File: src/rtl/game_flow_controller.sv
// -----------------------------------------------------------------------------
// game_flow_controller
//   Sequencing FSM for the 2048 board datapath. Converts direction-button
//   levels into single one-hot move commands, handshakes each move with the
//   board, spawns a new tile into an empty cell and evaluates win/lose.
//
// Ports
//   clk, rst            clock, asynchronous active-high reset
//   btn_up/down/left/right  synchronised button levels
//   new_game            level; restarts the game from any state
//   win_sel[3:0]        {d,c,b,a} target select: a=exp 11 ... d=exp 8
//   cell_matrix         16 tile exponents, idx = row*4+col, 0 = empty
//   board_done          1-cycle pulse, move pass finished
//   board_moved         valid with board_done, something moved/merged
//   move_cmd[3:0]       one-hot {right,left,down,up}, held until board_done
//   clear_board         1-cycle pulse, board zeroes all cells
//   spawn_en            1-cycle pulse, write spawn_val into spawn_idx
//   spawn_idx/spawn_val target cell / exponent (1 = tile 2, 2 = tile 4)
//   win, lose           sticky game-over flags
//   busy                low only in READY, WIN, LOSE
//   timeout_err         sticky, set on MOVE timeout, cleared by new_game
// -----------------------------------------------------------------------------
module game_flow_controller #(
    parameter logic [15:0] LFSR_SEED   = 16'hACE1,
    parameter int unsigned TIMEOUT_CYC = 255
) (
    input  logic             clk,
    input  logic             rst,
    input  logic             btn_up,
    input  logic             btn_down,
    input  logic             btn_left,
    input  logic             btn_right,
    input  logic             new_game,
    input  logic [3:0]       win_sel,
    input  logic [15:0][3:0] cell_matrix,
    input  logic             board_done,
    input  logic             board_moved,
    output logic [3:0]       move_cmd,
    output logic             clear_board,
    output logic             spawn_en,
    output logic [3:0]       spawn_idx,
    output logic [3:0]       spawn_val,
    output logic             win,
    output logic             lose,
    output logic             busy,
    output logic             timeout_err
);

    localparam logic [3:0] S_IDLE     = 4'd0;
    localparam logic [3:0] S_CLEAR    = 4'd1;
    localparam logic [3:0] S_SPAWN    = 4'd2;
    localparam logic [3:0] S_SPAWN_WR = 4'd3;
    localparam logic [3:0] S_READY    = 4'd4;
    localparam logic [3:0] S_MOVE     = 4'd5;
    localparam logic [3:0] S_CHECK    = 4'd6;
    localparam logic [3:0] S_WIN      = 4'd7;
    localparam logic [3:0] S_LOSE     = 4'd8;

    localparam int TMR_W = (TIMEOUT_CYC > 1) ? $clog2(TIMEOUT_CYC) : 1;
    localparam logic [TMR_W-1:0] TMR_LAST = TMR_W'(TIMEOUT_CYC - 1);

    logic [3:0]       state_q, state_d;
    logic [3:0]       btn_q, btn_d;
    logic [15:0]      lfsr_q, lfsr_d;
    logic [3:0]       move_cmd_q, move_cmd_d;
    logic             clear_board_q, clear_board_d;
    logic             spawn_en_q, spawn_en_d;
    logic [3:0]       spawn_idx_q, spawn_idx_d;
    logic [3:0]       spawn_val_q, spawn_val_d;
    logic             win_q, win_d;
    logic             lose_q, lose_d;
    logic             busy_q, busy_d;
    logic             timeout_err_q, timeout_err_d;
    logic [TMR_W-1:0] timer_q, timer_d;
    logic [3:0]       scan_idx_q, scan_idx_d;
    logic [3:0]       scan_cnt_q, scan_cnt_d;
    logic [1:0]       spawn_left_q, spawn_left_d;
    logic             opening_q, opening_d;

    logic [3:0] btn_vec, btn_edge;
    logic [3:0] win_target;
    logic       any_zero, any_pair, any_win;

    // Board evaluation used by CHECK. Lowest set win_sel bit picks the target.
    always_comb begin
        if (win_sel[0])      win_target = 4'd11;
        else if (win_sel[1]) win_target = 4'd10;
        else if (win_sel[2]) win_target = 4'd9;
        else if (win_sel[3]) win_target = 4'd8;
        else                 win_target = 4'd11;

        any_zero = 1'b0;
        any_win  = 1'b0;
        any_pair = 1'b0;
        for (int i = 0; i < 16; i++) begin
            if (cell_matrix[i] == 4'd0)        any_zero = 1'b1;
            if (cell_matrix[i] >= win_target)  any_win  = 1'b1;
        end
        for (int r = 0; r < 4; r++) begin
            for (int c = 0; c < 3; c++) begin
                if (cell_matrix[r*4+c] != 4'd0 && cell_matrix[r*4+c] == cell_matrix[r*4+c+1])
                    any_pair = 1'b1;
            end
        end
        for (int r = 0; r < 3; r++) begin
            for (int c = 0; c < 4; c++) begin
                if (cell_matrix[r*4+c] != 4'd0 && cell_matrix[r*4+c] == cell_matrix[r*4+c+4])
                    any_pair = 1'b1;
            end
        end
    end

    always_comb begin
        btn_vec  = {btn_right, btn_left, btn_down, btn_up};
        btn_edge = btn_vec & ~btn_q;
        btn_d    = btn_vec;
        lfsr_d   = {lfsr_q[14:0], lfsr_q[15] ^ lfsr_q[13] ^ lfsr_q[12] ^ lfsr_q[10]};

        // NOTE: every variable gets a default here so no path leaves one
        // unassigned; otherwise synthesis infers a latch.
        state_d       = state_q;
        move_cmd_d    = move_cmd_q;
        clear_board_d = 1'b0;
        spawn_en_d    = 1'b0;
        spawn_idx_d   = spawn_idx_q;
        spawn_val_d   = spawn_val_q;
        win_d         = win_q;
        lose_d        = lose_q;
        timeout_err_d = timeout_err_q;
        timer_d       = timer_q;
        scan_idx_d    = scan_idx_q;
        scan_cnt_d    = scan_cnt_q;
        spawn_left_d  = spawn_left_q;
        opening_d     = opening_q;

        if (new_game) begin
            state_d       = S_CLEAR;
            clear_board_d = 1'b1;
            move_cmd_d    = 4'd0;
            win_d         = 1'b0;
            lose_d        = 1'b0;
            timeout_err_d = 1'b0;
        end else begin
            case (state_q)
                S_IDLE: begin
                    state_d       = S_CLEAR;
                    clear_board_d = 1'b1;
                end
                S_CLEAR: begin
                    state_d      = S_SPAWN;
                    spawn_left_d = 2'd2;
                    opening_d    = 1'b1;
                    // Start index is the LFSR value seen in the first scan cycle.
                    scan_idx_d   = lfsr_d[3:0];
                    scan_cnt_d   = 4'd0;
                end
                S_SPAWN: begin
                    if (cell_matrix[scan_idx_q] == 4'd0) begin
                        spawn_en_d  = 1'b1;
                        spawn_idx_d = scan_idx_q;
                        spawn_val_d = (lfsr_q[7:4] == 4'd0) ? 4'd2 : 4'd1;
                        state_d     = S_SPAWN_WR;
                    end else if (scan_cnt_q == 4'd15) begin
                        spawn_left_d = 2'd0;
                        state_d      = S_CHECK;
                    end else begin
                        scan_idx_d = scan_idx_q + 4'd1;
                        scan_cnt_d = scan_cnt_q + 4'd1;
                    end
                end
                S_SPAWN_WR: begin
                    // Board writes the tile at the end of this cycle, so the
                    // next scan or CHECK sees the updated matrix.
                    if (spawn_left_q == 2'd2) begin
                        spawn_left_d = 2'd1;
                        state_d      = S_SPAWN;
                        scan_idx_d   = lfsr_d[3:0];
                        scan_cnt_d   = 4'd0;
                    end else begin
                        spawn_left_d = 2'd0;
                        state_d      = opening_q ? S_READY : S_CHECK;
                    end
                end
                S_READY: begin
                    if (btn_edge != 4'd0) begin
                        if (btn_edge[0])      move_cmd_d = 4'b0001;
                        else if (btn_edge[1]) move_cmd_d = 4'b0010;
                        else if (btn_edge[2]) move_cmd_d = 4'b0100;
                        else                  move_cmd_d = 4'b1000;
                        state_d = S_MOVE;
                        timer_d = '0;
                    end
                end
                S_MOVE: begin
                    if (board_done) begin
                        move_cmd_d = 4'd0;
                        if (board_moved) begin
                            state_d      = S_SPAWN;
                            spawn_left_d = 2'd1;
                            opening_d    = 1'b0;
                            scan_idx_d   = lfsr_d[3:0];
                            scan_cnt_d   = 4'd0;
                        end else begin
                            state_d = S_READY;
                        end
                    end else if (timer_q == TMR_LAST) begin
                        move_cmd_d    = 4'd0;
                        timeout_err_d = 1'b1;
                        state_d       = S_READY;
                    end else begin
                        timer_d = timer_q + 1'b1;
                    end
                end
                S_CHECK: begin
                    if (any_win) begin
                        win_d   = 1'b1;
                        state_d = S_WIN;
                    end else if (!any_zero && !any_pair) begin
                        lose_d  = 1'b1;
                        state_d = S_LOSE;
                    end else begin
                        state_d = S_READY;
                    end
                end
                S_WIN, S_LOSE: state_d = state_q;
                default:       state_d = S_IDLE;
            endcase
        end

        busy_d = !((state_d == S_READY) || (state_d == S_WIN) || (state_d == S_LOSE));
    end

    // NOTE: sequential state uses non-blocking assignments so every flop
    // samples the pre-edge values regardless of statement order.
    always_ff @(posedge clk or posedge rst) begin
        if (rst) begin
            state_q       <= S_IDLE;
            btn_q         <= 4'd0;
            lfsr_q        <= LFSR_SEED;
            move_cmd_q    <= 4'd0;
            clear_board_q <= 1'b0;
            spawn_en_q    <= 1'b0;
            spawn_idx_q   <= 4'd0;
            spawn_val_q   <= 4'd0;
            win_q         <= 1'b0;
            lose_q        <= 1'b0;
            busy_q        <= 1'b0;
            timeout_err_q <= 1'b0;
            timer_q       <= '0;
            scan_idx_q    <= 4'd0;
            scan_cnt_q    <= 4'd0;
            spawn_left_q  <= 2'd0;
            opening_q     <= 1'b0;
        end else begin
            state_q       <= state_d;
            btn_q         <= btn_d;
            lfsr_q        <= lfsr_d;
            move_cmd_q    <= move_cmd_d;
            clear_board_q <= clear_board_d;
            spawn_en_q    <= spawn_en_d;
            spawn_idx_q   <= spawn_idx_d;
            spawn_val_q   <= spawn_val_d;
            win_q         <= win_d;
            lose_q        <= lose_d;
            busy_q        <= busy_d;
            timeout_err_q <= timeout_err_d;
            timer_q       <= timer_d;
            scan_idx_q    <= scan_idx_d;
            scan_cnt_q    <= scan_cnt_d;
            spawn_left_q  <= spawn_left_d;
            opening_q     <= opening_d;
        end
    end

    assign move_cmd    = move_cmd_q;
    assign clear_board = clear_board_q;
    assign spawn_en    = spawn_en_q;
    assign spawn_idx   = spawn_idx_q;
    assign spawn_val   = spawn_val_q;
    assign win         = win_q;
    assign lose        = lose_q;
    assign busy        = busy_q;
    assign timeout_err = timeout_err_q;

endmodule

File: config.mk
export PLATFORM = sky130hd
export DESIGN_NAME = game_flow_controller
export DESIGN_NICKNAME = d
export VERILOG_FILES = /design/src/rtl/game_flow_controller.sv
export SDC_FILE = /design/constraint.sdc
export NUM_CORES = 1
export LEC_CHECK = 0
export ABC_AREA = 1
export CORE_MARGIN = 4
export CORE_UTILIZATION = 55
export CTS_CLUSTER_DIAMETER = 80
export DETAILED_ROUTE_END_ITERATION = 12
export PLACE_DENSITY = 0.87
export REMOVE_ABC_BUFFERS = 1
export SLEW_MARGIN = 20
export SYNTH_ARGS = -nofsm -noshare
export SYNTH_HDL_FRONTEND = slang
export SYNTH_SLANG_ARGS = --single-unit
File: constraint.sdc
create_clock -name clk -period 2.7 [get_ports clk]
set_clock_uncertainty 0.2 [all_clocks]
set_input_delay 0.27 -clock clk [delete_from_list [all_inputs] [get_ports clk]]
set_output_delay 0.27 -clock clk [all_outputs]
set_load 0.005 [all_outputs]
# Word-level counts from Yosys, hierarchy flattened

Index checks and enable logic that the tools add are counted.

Register bits after elaboration: 61
Bits of input ports: 77
Output and inout bits: 18
Logic and storage cells: 302

Add/sub/neg operators: 3
Order comparisons: 17
Equality and inequality tests: 51
Multiplexer cells: 124
Bitwise gates (word level): 6
Reductions and logical operators: 84

Operators with widths:

| cell                                                            | count |
|---|---|
| 4-bit 2-to-1 mux                                                | 26 |
| 4-bit == test                                                   | 24 |
| 4-bit zero test                                                 | 19 |
| 1-bit 2-to-1 mux                                                | 75 |
| 4-bit nonzero test                                              | 17 |
| 4-bit greater-or-equal comparator                               | 16 |
| 4-bit case mux with 4 select lines                              | 2 |
| 4-bit case mux with 8 select lines                              | 1 |
| 1-bit logical AND                                               | 25 |
| 4-bit by 3-bit == test with 1-bit output, second input constant | 6 |
| 8-bit 2-to-1 mux                                                | 3 |
| 2-bit inequality test, second input constant                    | 11 |
| 2-bit 2-to-1 mux                                                | 10 |
| 4-bit binary-select mux with 4-bit select                       | 1 |
| 8-bit case mux with 2 select lines                              | 1 |
| 2-bit nonzero test                                              | 7 |
| 4-bit == test, second input constant                            | 3 |
| 3-bit AND reduction                                             | 4 |
| 4-bit by 1-bit adder with 4-bit output, second input constant   | 2 |
| 8-bit by 1-bit adder with 8-bit output, second input constant   | 1 |
| 4-bit by 2-bit == test with 1-bit output, second input constant | 2 |
| 8-bit == test, second input constant                            | 1 |
| 2-bit case mux with 4 select lines                              | 1 |
| 4-bit case mux with 2 select lines                              | 1 |
| other kinds (20)                                                | 26 |

# Depth between registers and ports, before layout

Gate-level depths: netlist of run 1.

Word-level depth: 36
Mapped depth: 19

# Worst setup path before layout of run 1

OpenSTA, ideal clock, no wires.

Path kind: input to register
From: in win_sel[0]
To: reg busy_q, in the netlist busy
Library setup time: 0.127 ns
Arrival: 2.584 ns
Required time: 2.373 ns
Slack: -0.211 ns
Cell stages on the path: 14
Path buffers: 0
Cell sequence: nor3_1 ha_1 o21ai_0 nand2_1 nand2_1 nand2_1 nor2_1 nand2_1 nor2_1 inv_1 nor2_1 nand3_1 a21oi_1 a21oi_1

Cells in the longest elaborated chain, start to end: 25
Elaborated cells on any way between the ends: 42

RTL lines:

| element                                  | line | source |
|---|---|---|
| start, declared                          | 34   | `input logic [3:0] win_sel,` |
| 2-bit 2-to-1 mux *                       | 86   | `if (win_sel[0]) win_target = 4'd11;` |
| 4-bit greater-or-equal comparator        | 97   | `if (cell_matrix[i] >= win_target) any_win = 1'b1;` |
| 1-bit 2-to-1 mux (15 in series)          | 97   |  |
| 1-bit 2-to-1 mux *                       | 97   |  |
| 4-bit 2-to-1 mux *                       | 215  | `if (any_win) begin` |
| 4-bit case mux with 8 select lines *     | 144  | `case (state_q)` |
| 4-bit 2-to-1 mux *                       | 136  | `if (new_game) begin` |
| via state_d[3]                           | 62   | `logic [3:0] state_q, state_d;` |
| 4-bit by 3-bit == test with 1-bit output | 230  | `busy_d = !((state_d == S_READY) \|\| (state_d == S_WIN) \|\| (state_d == S_LOSE));` |
| 1-bit logical OR                         | 230  |  |
| 1-bit logical OR *                       | 230  |  |
| 1-bit zero test *                        | 230  |  |
| via busy_d                               | 72   | `logic busy_q, busy_d;` |
| end signal, assigned                     | 265  | `busy_q <= busy_d;` |
| end, declared                            | 72   |  |

The timed path passes the listed nets; every way through them passes the cells marked *.
A chain may end at the register's enable or synchronous reset.

# Final worst setup path of run 1

From: in win_sel[1]
To: reg busy_q, in the netlist busy

Cells in the longest elaborated chain, start to end: 26
Elaborated cells on any way between the ends: 43

RTL lines:

| element                                  | line | source |
|---|---|---|
| 2-bit 2-to-1 mux *                       | 87   | `else if (win_sel[1]) win_target = 4'd10;` |
| 2-bit 2-to-1 mux *                       | 86   |  |
| 4-bit greater-or-equal comparator        | 97   |  |
| 1-bit 2-to-1 mux (15 in series)          | 97   |  |
| 1-bit 2-to-1 mux *                       | 97   |  |
| 4-bit 2-to-1 mux *                       | 215  |  |
| 4-bit case mux with 8 select lines *     | 144  |  |
| 4-bit 2-to-1 mux *                       | 136  |  |
| via state_d[3]                           | 62   |  |
| 4-bit by 3-bit == test with 1-bit output | 230  |  |
| 1-bit logical OR                         | 230  |  |
| 1-bit logical OR *                       | 230  |  |
| 1-bit zero test *                        | 230  |  |
| via busy_d                               | 72   |  |

Marks and branches as above.

==> metrics.md, run 1 <==
| Metric | Value |
|---|---|
| PortBufs | `just over 90` |
| Num rows | `36` |
| IO Count | `95` |
| Combinational Power Share | `44.3%` |
| F_max | `375.5 MHz` |
| Sw power | `1.495 mW` |
| Total wire length | `15,050 µm` |
| CP arrival | `2.69 ns` |
| Final period util | `98.63%` |
| Relative slew slack | `59.11%` |
| EDFF count, synth | `0` |
| Largest net degree at the start of global routing | `33` |
| Final nets | `1,082` |
| Ant diodes | `0` |
| TritonCTS Buffers | `9` |
| DR WL/cell | `13.59 µm` |
| Post-synthesis async set-or-reset flop share | `between 90% and 100%` |
| Crit path launch type | `input port` |
| Final setup viols | `0` |
| Max_cap viols | `0` |
| Pwr dens | `approximately 530 mW/mm²` |
| Core Area | `about 0.0098 mm²` |
| Vias | `5,703` |
| Synth Cell Area | `0.005542 mm²` |
| CTS root buf | `clkbuf_8` |
| Critical setup path kind | `input port to register` |
| Die area | `between 0.01 and 0.015 mm²` |
| Endpoints failing hold | `0` |
| Initial antenna violation count | `0` |
| Clock tree buffer depth | `2` |
| Drt initial violations | `approximately 380` |
| Outcome | `complete, no violations` |
| Yosys warnings | `0` |
| Pins Over Slew Limit | `0` |
| Hold Path Class | `input port to asynchronous set/reset pin` |
| #FFs+latches synth | `59` |
| Synth cell count leaders | `nand2_1 (241), nor2_1 (141), inv_1 (95), xor2_1 (59), dfrtp_1 (51)` |
| Drt drc | `0` |
| Clock power share | `between 20% and 30%` |
| Vias in the first global route | `between 5,000 and 6,000` |
| Pleak | `between 3 and 4 nW` |
| Largest area contributor in the synthesized netlist | `dfrtp_1` |
| Clock Latency Late Sink | `about 0.34 ns` |
| Reg-to-reg startpoint | `state_q[0]$_DFF_PP0_` |
| Sw Share | `39.08%` |
| DRT antenna net count | `0` |
| Worst slew pin tran | `0.6124 ns` |
| Area grow syn2layout | `30.84%` |
| Synth unique cells | `44` |
| Internal Power | `2.330 mW` |
| Vias per inst | `5.152` |
| Synthesized area per cell | `6.527 µm²` |
| RePlAce Congestion | `1.018` |
| Pre-CTS setup slack | `-0.3602 ns` |
| Die W | `108.4 µm` |
| Worst IR Drop VDD | `approximately 0.00054 V` |
| CTS clk-pin slew, worst paths | `0.07 ns` |
| Crit-path max FO | `8` |
| Grt ovf | `0` |
| CTS Sinks | `59` |
| Most frequent cell after synthesis | `nand2_1` |
| CTS Hold Bufs | `0` |
| CTS tree | `yes` |
| Top cell type's share of synthesized area | `23.03%` |
| Post-route total power | `3.825 mW` |
| Reg power frac | `32.1%` |
| Worst Setup SP | `win_sel[1]` |
| Initial Utilization | `between 50 and 60%` |
| WP data required | `2.72 ns` |
| Setup slack after layout | `0.03712 ns` |
| Fraction of layout cells with a size suffix above 1 | `13.04%` |
| Synth Flop Type | `dfrtp_1` |
| Overall Global Routing Usage | `a little over a quarter` |
| First-pass GRT wire length | `24,930 µm` |
| Setup crit end kind | `register` |
| Sequential cell area fraction in the yosys report | `26.82%` |
| Min Clock Period, post-route | `2.663 ns` |
| Htree depth | `3` |
| Synth Instances | `849` |
| Die H | `roughly 110 µm` |
| Detailed placement HPWL | `11,720 µm` |
| Pre-antenna DRT Iters | `6` |
| Largest cells by area after synthesis | `dfrtp_1 (23%), nand2_1 (16%), nor2_1 (9.6%), xor2_1 (9.3%), ha_1 (8.1%)` |
sequential cells by signal, summed over array words and instances (netlist names), 2 cells and up:
signal,cells
btn_q,4
lfsr_q,16
move_cmd,4
scan_cnt_q,4
scan_idx_q,4
spawn_idx,4
spawn_left_q,2
spawn_val,2
state_q,4
timer_q,8
stage by stage:
step	util (%)	hold slack, ns	cell area (µm²)	cells	TNS (ns)
finish	74.18	0.1161	7251	1107	0
CTS	72.93	0.1295	7128	1106	0
floorplan	-	0.1014	5359	810	-0.4178
global placement	70.61	0.1333	6902	1090	-1.014
detailed placement	70.61	0.1465	6902	1090	-1.691
global route	74.18	0.1616	7251	1107	-0.1143
critical path: stages:
cell	delay [ns]
clkdlybuf4s50_1	0.45
o21bai_2	0.24
clkbuf_16	0.22
ha_1	0.24
o21ai_1	0.12
nand2_1	0.08
nand2_2	0.06
nand2_1	0.08
nor2_2	0.12
nand2_2	0.08
nor2_2	0.13
inv_1	0.07
nor2_1	0.08
nand3_1	0.14
a21oi_2	0.24
a21oi_2	0.04
worst paths after layout:
check	endpoint	slack, ns	depth (start not counted)
worst max-delay path	busy$_DFF_PP0_	0.04	16
worst min-delay path	move_cmd[1]$_DFFE_PP0P_	0.12	2
worst max register to register	scan_cnt_q[2]$_DFFE_PP0P_	0.39	14
worst min register to register	lfsr_q[4]$_DFF_PP0_	0.16	0
max in group asynchronous	lfsr_q[6]$_DFF_PP1_	1.54	3
min in group clk	lfsr_q[4]$_DFF_PP0_	0.16	0
cells in the final DEF, fill, tap and decap left out, types with 3 or more instances in the layout:
cell type	Yosys	routed
nand4_1	11	11
xor2_1	59	59
clkbuf_8	0	10
a21oi_1	18	14
nor3b_1	4	4
ha_1	36	33
xnor2_1	24	24
nand3_1	32	32
o21a_1	3	3
o21ai_2	1	3
o21ai_1	6	13
nand2_1	241	233
nor3_1	10	9
nor2_1	141	136
o21ai_0	30	21
nor2_2	4	8
inv_2	6	7
ha_4	0	3
buf_4	3	52
a21oi_2	0	4
dfrtp_1	51	51
clkdlybuf4s50_1	0	90
dfstp_2	8	8
inv_1	95	94
nand2_2	4	12
area by class of cell:
class / count / area (µm²)
Sequential cell: 59 / 1486
Timing Repair Buffer: 148 / 1393
Tap cell: 133 / 166.4
Clock inverter: 6 / 88.84
Clock buffer: 10 / 137.6
Inverter: 101 / 379.1
Multi-Input combinational cell: 650 / 3600
Fill cell: 780 / 2524
cell families after synthesis:
family,share of synthesized area (%)
AOI/OAI and AO/OA,6.909
xor gates and xnor gates,13.12
adders and majority gates,8.128
buffers and inverters,10.21
DFF,26.82
other,0.06767
and+or+nand+nor,34.75
repair_timing:
action | CTS | global route
setup buffers | 0 | 0
setup endpoints to repair | 0 | 5
gates resized for setup | 0 | 36
power groups by stage:
stage / combinational (mW) / clock, mW / sequential (mW)
after floorplan: 1.02 / 0 / 1.21
after global placement: 1.58 / 0 / 1.23
after detailed placement: 1.62 / 0 / 1.24
final: 1.69 / 0.901 / 1.23
after global routing: 1.94 / 0.968 / 1.26
after CTS: 1.65 / 0.917 / 1.23
routing by layer:
metal / vias to the layer above / wire length [µm] / track usage [%]
li1: 2858 / - / -
met1: 2640 / 6653 / 35.20
met2: 182 / 7179 / 43.29
met3: 23 / 1021 / 4.657
met4: 0 / 193 / 7.033
met5: - / 0 / 0
Note: power is estimated with default switching activity, not from simulation.
==> inputs of run 2 (changes only) <==
--- a/config.mk
+++ b/config.mk
@@ -5,9 +5,8 @@
 export SDC_FILE = /design/constraint.sdc
 export NUM_CORES = 1
 export LEC_CHECK = 0
-export ABC_AREA = 1
 export CORE_MARGIN = 4
-export CORE_UTILIZATION = 55
+export CORE_UTILIZATION = 54
 export CTS_CLUSTER_DIAMETER = 80
 export DETAILED_ROUTE_END_ITERATION = 12
 export PLACE_DENSITY = 0.87
==> run 2 against run 1 <==
- the flow now finishes with violations (negative setup slack)
- power shrank 10%
- clock power grew 2%
- register-to-register slack worse by 0.35 ns
- die area decreased by 6.5%
- area after synthesis shrank 8.7%
- synthesized cell count is 31% lower
- sequential share of layout area decreased by 0.11 points
- worst setup slack worse by 0.094 ns
- first-iteration DRC count is 7.3% higher
- fmax shrank 3.4%
- combinational power shrank 17%
- via count down 4.8%
- highest routed layer unchanged
==> metrics.md, run 2 <==
| Metric | Value |
|---|---|
| TritonCTS Buffers | `9 (unchanged)` |
| Htree depth | `3 (unchanged)` |
| FILL cells | `537 (-31%)` |
| Sequential cell area fraction in the yosys report | `29.38% (+2.6 points)` |
| F_max | `362.7 MHz (-3.4%)` |
| Worst slew pin tran | `0.6785 ns (+0.06614 ns)` |
| Clock Latency Late Sink | `0.35 ns (about the same)` |
| Vias in the first global route | `5,447 (-1.0%)` |
| Vias | `5,430 (-4.8%)` |
| CTS tree | `yes` |
| Max reg flops | `16 (unchanged)` |
| Synth Cell Area | `0.005060 mm² (-8.7%)` |
| Setup crit end kind | `register` |
| Post-synthesis async set-or-reset flop share | `100.0% (unchanged)` |
| DR WL/cell | `19.20 µm (+41%)` |
| FF/Latch Area | `0.001489 mm² (+0.17%)` |
| WP data required | `2.70 ns (-0.02 ns)` |
| Overall Global Routing Usage | `29.73% (+3.6 points)` |
| Final period util | `102.1% (+3.5 points)` |
| Fraction of layout cells with a size suffix above 1 | `25.58% (+13 points)` |
| CTS clk-pin slew, worst paths | `0.08 ns (about the same)` |
| Synth Flop Type | `dfrtp_1` |
| Pins Over Slew Limit | `0 (unchanged)` |
| Min Clock Period, post-route | `2.757 ns (+0.09396 ns)` |
| R2R cell count | `9 (-5)` |
| Endpoints failing hold | `0 (unchanged)` |
| Hold Path Class | `input port to asynchronous set/reset pin` |
| Synth Instances | `590 (-31%)` |
| Combined area of the multi-input logic cells | `0.003451 mm² (-4.1%)` |
| Pwr dens | `469.6 mW/mm² (-11%)` |
| Ant diodes | `0 (unchanged)` |
| Setup repair after global routing missed its margin | `yes` |
| CTS Sinks | `59 (unchanged)` |
| IO Count | `95 (unchanged)` |
| Detailed placement HPWL | `12,680 µm (+8.2%)` |
| Reg-to-Reg End | `scan_cnt_q[3]$_DFFE_PP0P_` |
| Crit path launch type | `input port` |
| Initial antenna violation count | `0 (unchanged)` |
| Vias per inst | `6.136 (+19%)` |
| Critical setup path kind | `input port to register` |
| Most frequent cells in the layout | `buf_4 (109), xor2_1 (79), clkdlybuf4s50_1 (70)` |
| Largest regs | `lfsr_q: 16 flops, timer_q: 8 flops` |
| Failing checks | `negative setup slack` |
| RePlAce Congestion | `0.9865 (-3.1%)` |
| Final instance area | `0.007302 mm² (+0.71%)` |
| CP arrival | `2.76 ns (+0.07 ns)` |
| Reg2reg setup slack | `0.04 ns (-0.35 ns)` |
| #FFs+latches synth | `59 (unchanged)` |
| Synthesized area per cell | `8.576 µm² (+31%)` |
| Drt initial violations | `412 (+7.3%)` |
| Max_cap viols | `0 (unchanged)` |
| Pleak | `3.451 nW (-8.8%)` |
| Worst IR Drop VDD | `0.0002741 V (-49%)` |
| Most frequent cell after synthesis | `xor2_1` |
| Largest cells by area after synthesis | `dfrtp_1 (25%), xor2_1 (14%), ha_1 (8.9%), dfstp_2 (4.2%), nor4_1 (3.8%)` |
| Area grow syn2layout | `44.31%` |
| Reg-to-reg startpoint | `state_q[1]$_DFF_PP0_` |
| Initial Utilization | `55.02% (-1.7 points)` |
| Num rows | `35 (-2.8%)` |
| Die W | `104.8 µm (-3.3%)` |
| Final nets | `882 (-18%)` |
| DRT antenna net count | `0 (unchanged)` |
| Die area | `0.01098 mm² (-6.5%)` |
| First-pass GRT wire length | `26,500 µm (+6.3%)` |
| CTS Hold Bufs | `0 (unchanged)` |
| Grt ovf | `0 (unchanged)` |
| Final setup viols | `1 (+1)` |
| Crit-path max FO | `2 (-6)` |
| Outcome | `finished, violations left` |
| Relative slew slack | `54.42% (-4.7 points)` |
| Largest net degree at the start of global routing | `35 (+6.1%)` |
| Largest area contributor in the synthesized netlist | `dfrtp_1` |
| Total wire length | `16,990 µm (+13%)` |
| Placement Cell Area | `0.006746 mm² (-2.2%)` |
| Clock tree buffer depth | `2 (unchanged)` |
| Yosys warnings | `0 (unchanged)` |
| Setup TNS | `-0.05684 ns (-0.05684 ns)` |
| Most flops, register | `lfsr_q` |
| PortBufs | `92 (unchanged)` |
| Top cell type's share of synthesized area | `25.22% (+2.2 points)` |
| Die H | `104.8 µm (-3.3%)` |
| Setup slack after layout | `-0.05684 ns (-0.09396 ns)` |
| Pre-antenna DRT Iters | `5 (-1)` |
| Post-route total power | `3.429 mW (-10%)` |
| Core Area | `0.009196 mm² (-5.9%)` |
| Most common cell after layout, fill and taps aside | `buf_4` |
| Synth unique cells | `54 (+23%)` |
| Drt drc | `0 (unchanged)` |
| Synth cell count leaders | `xor2_1 (79), dfrtp_1 (51), o21ai_0 (38), nand2_1 (37), ha_1 (36)` |
| CTS root buf | `clkbuf_8` |
| EDFF count, synth | `0 (unchanged)` |
==> run 2: worst max path at each step <==
stage                                      endpoint  slack [ns]       startpoint
after floorplan                state_q[2]$_DFF_PP0_       -0.72       win_sel[0]
after global placement               busy$_DFF_PP0_       -0.59       win_sel[3]
after detailed placement             busy$_DFF_PP0_       -0.70       win_sel[3]
after CTS                            busy$_DFF_PP0_       0.006  cell_matrix[16]
after global routing      scan_cnt_q[2]$_DFFE_PP0P_       -0.11  cell_matrix[50]
final                     scan_cnt_q[2]$_DFFE_PP0P_       -0.06  cell_matrix[50]
==> run 2: logic make-up after synthesis <==
kind of cell	Yosys count	synth area share, %
DFF	59	29.38
adders and majority gates	36	8.902
muxes	9	2.102
and+or+nand+nor	205	21.98
buffers and inverters	74	6.800
xor gates and xnor gates	100	17.31
AOI/OAI and AO/OA	106	13.45
other	1	0.07411
==> run 2: metrics by stage <==
| stage | utilization, % | hold WS [ns] | setup slack [ns] | instances |
|---|---|---|---|---|
| 2_1_floorplan | - | 0.1014 | -0.7196 | 546 |
| 3_3_place_gp | 73.36 | 0.1336 | -0.5949 | 861 |
| 3_5_place_dp | 73.36 | 0.1381 | -0.7044 | 861 |
| 4_1_cts | 77.03 | 0.1364 | 0.005576 | 881 |
| 5_1_grt | 79.40 | 0.1610 | -0.1136 | 885 |
| 6_report | 79.40 | 0.1254 | -0.05684 | 885 |
==> run 2: area by class of cell <==
type,instances,area share [%]
Clock buffer,12,2.125
Sequential cell,59,20.39
Tap cell,111,1.902
Multi-Input combinational cell,458,47.26
Inverter,29,1.491
Timing Repair Buffer,212,25.84
Clock inverter,4,0.9938
==> run 2: repair_timing <==
item	CTS	global route
pin swaps	12	18
setup endpoints to repair	15	24
gates cloned	1	1
setup buffers	3	3
resized for setup	26	61
==> run 2: layer usage <==
layer  vias to the layer above  track usage, %  wire length, µm
li1                       2450               -                -
met1                      2557           35.50             6436
met2                       334           50.32             8199
met3                        89           7.103             1466
met4                         0           13.96              890
met5                         -               0                0
==> run 2: where the power goes <==
group	internal [mW]	total (mW)	switching, mW	leakage [nW]
Clock	0.569	0.920	0.351	0.113
Sequential	0.975	1.10	0.123	0.760
Combinational	0.689	1.41	0.723	2.58
==> run 2: critical path: stages <==
cell	delay (ns)
clkdlybuf4s50_1	0.47
or4_4	0.56
nor2_2	0.13
o32ai_2	0.09
a211oi_2	0.29
buf_4	0.17
nor3_2	0.05
buf_4	0.14
o211ai_1	0.24
xor2_1	0.26
a21oi_1	0.10
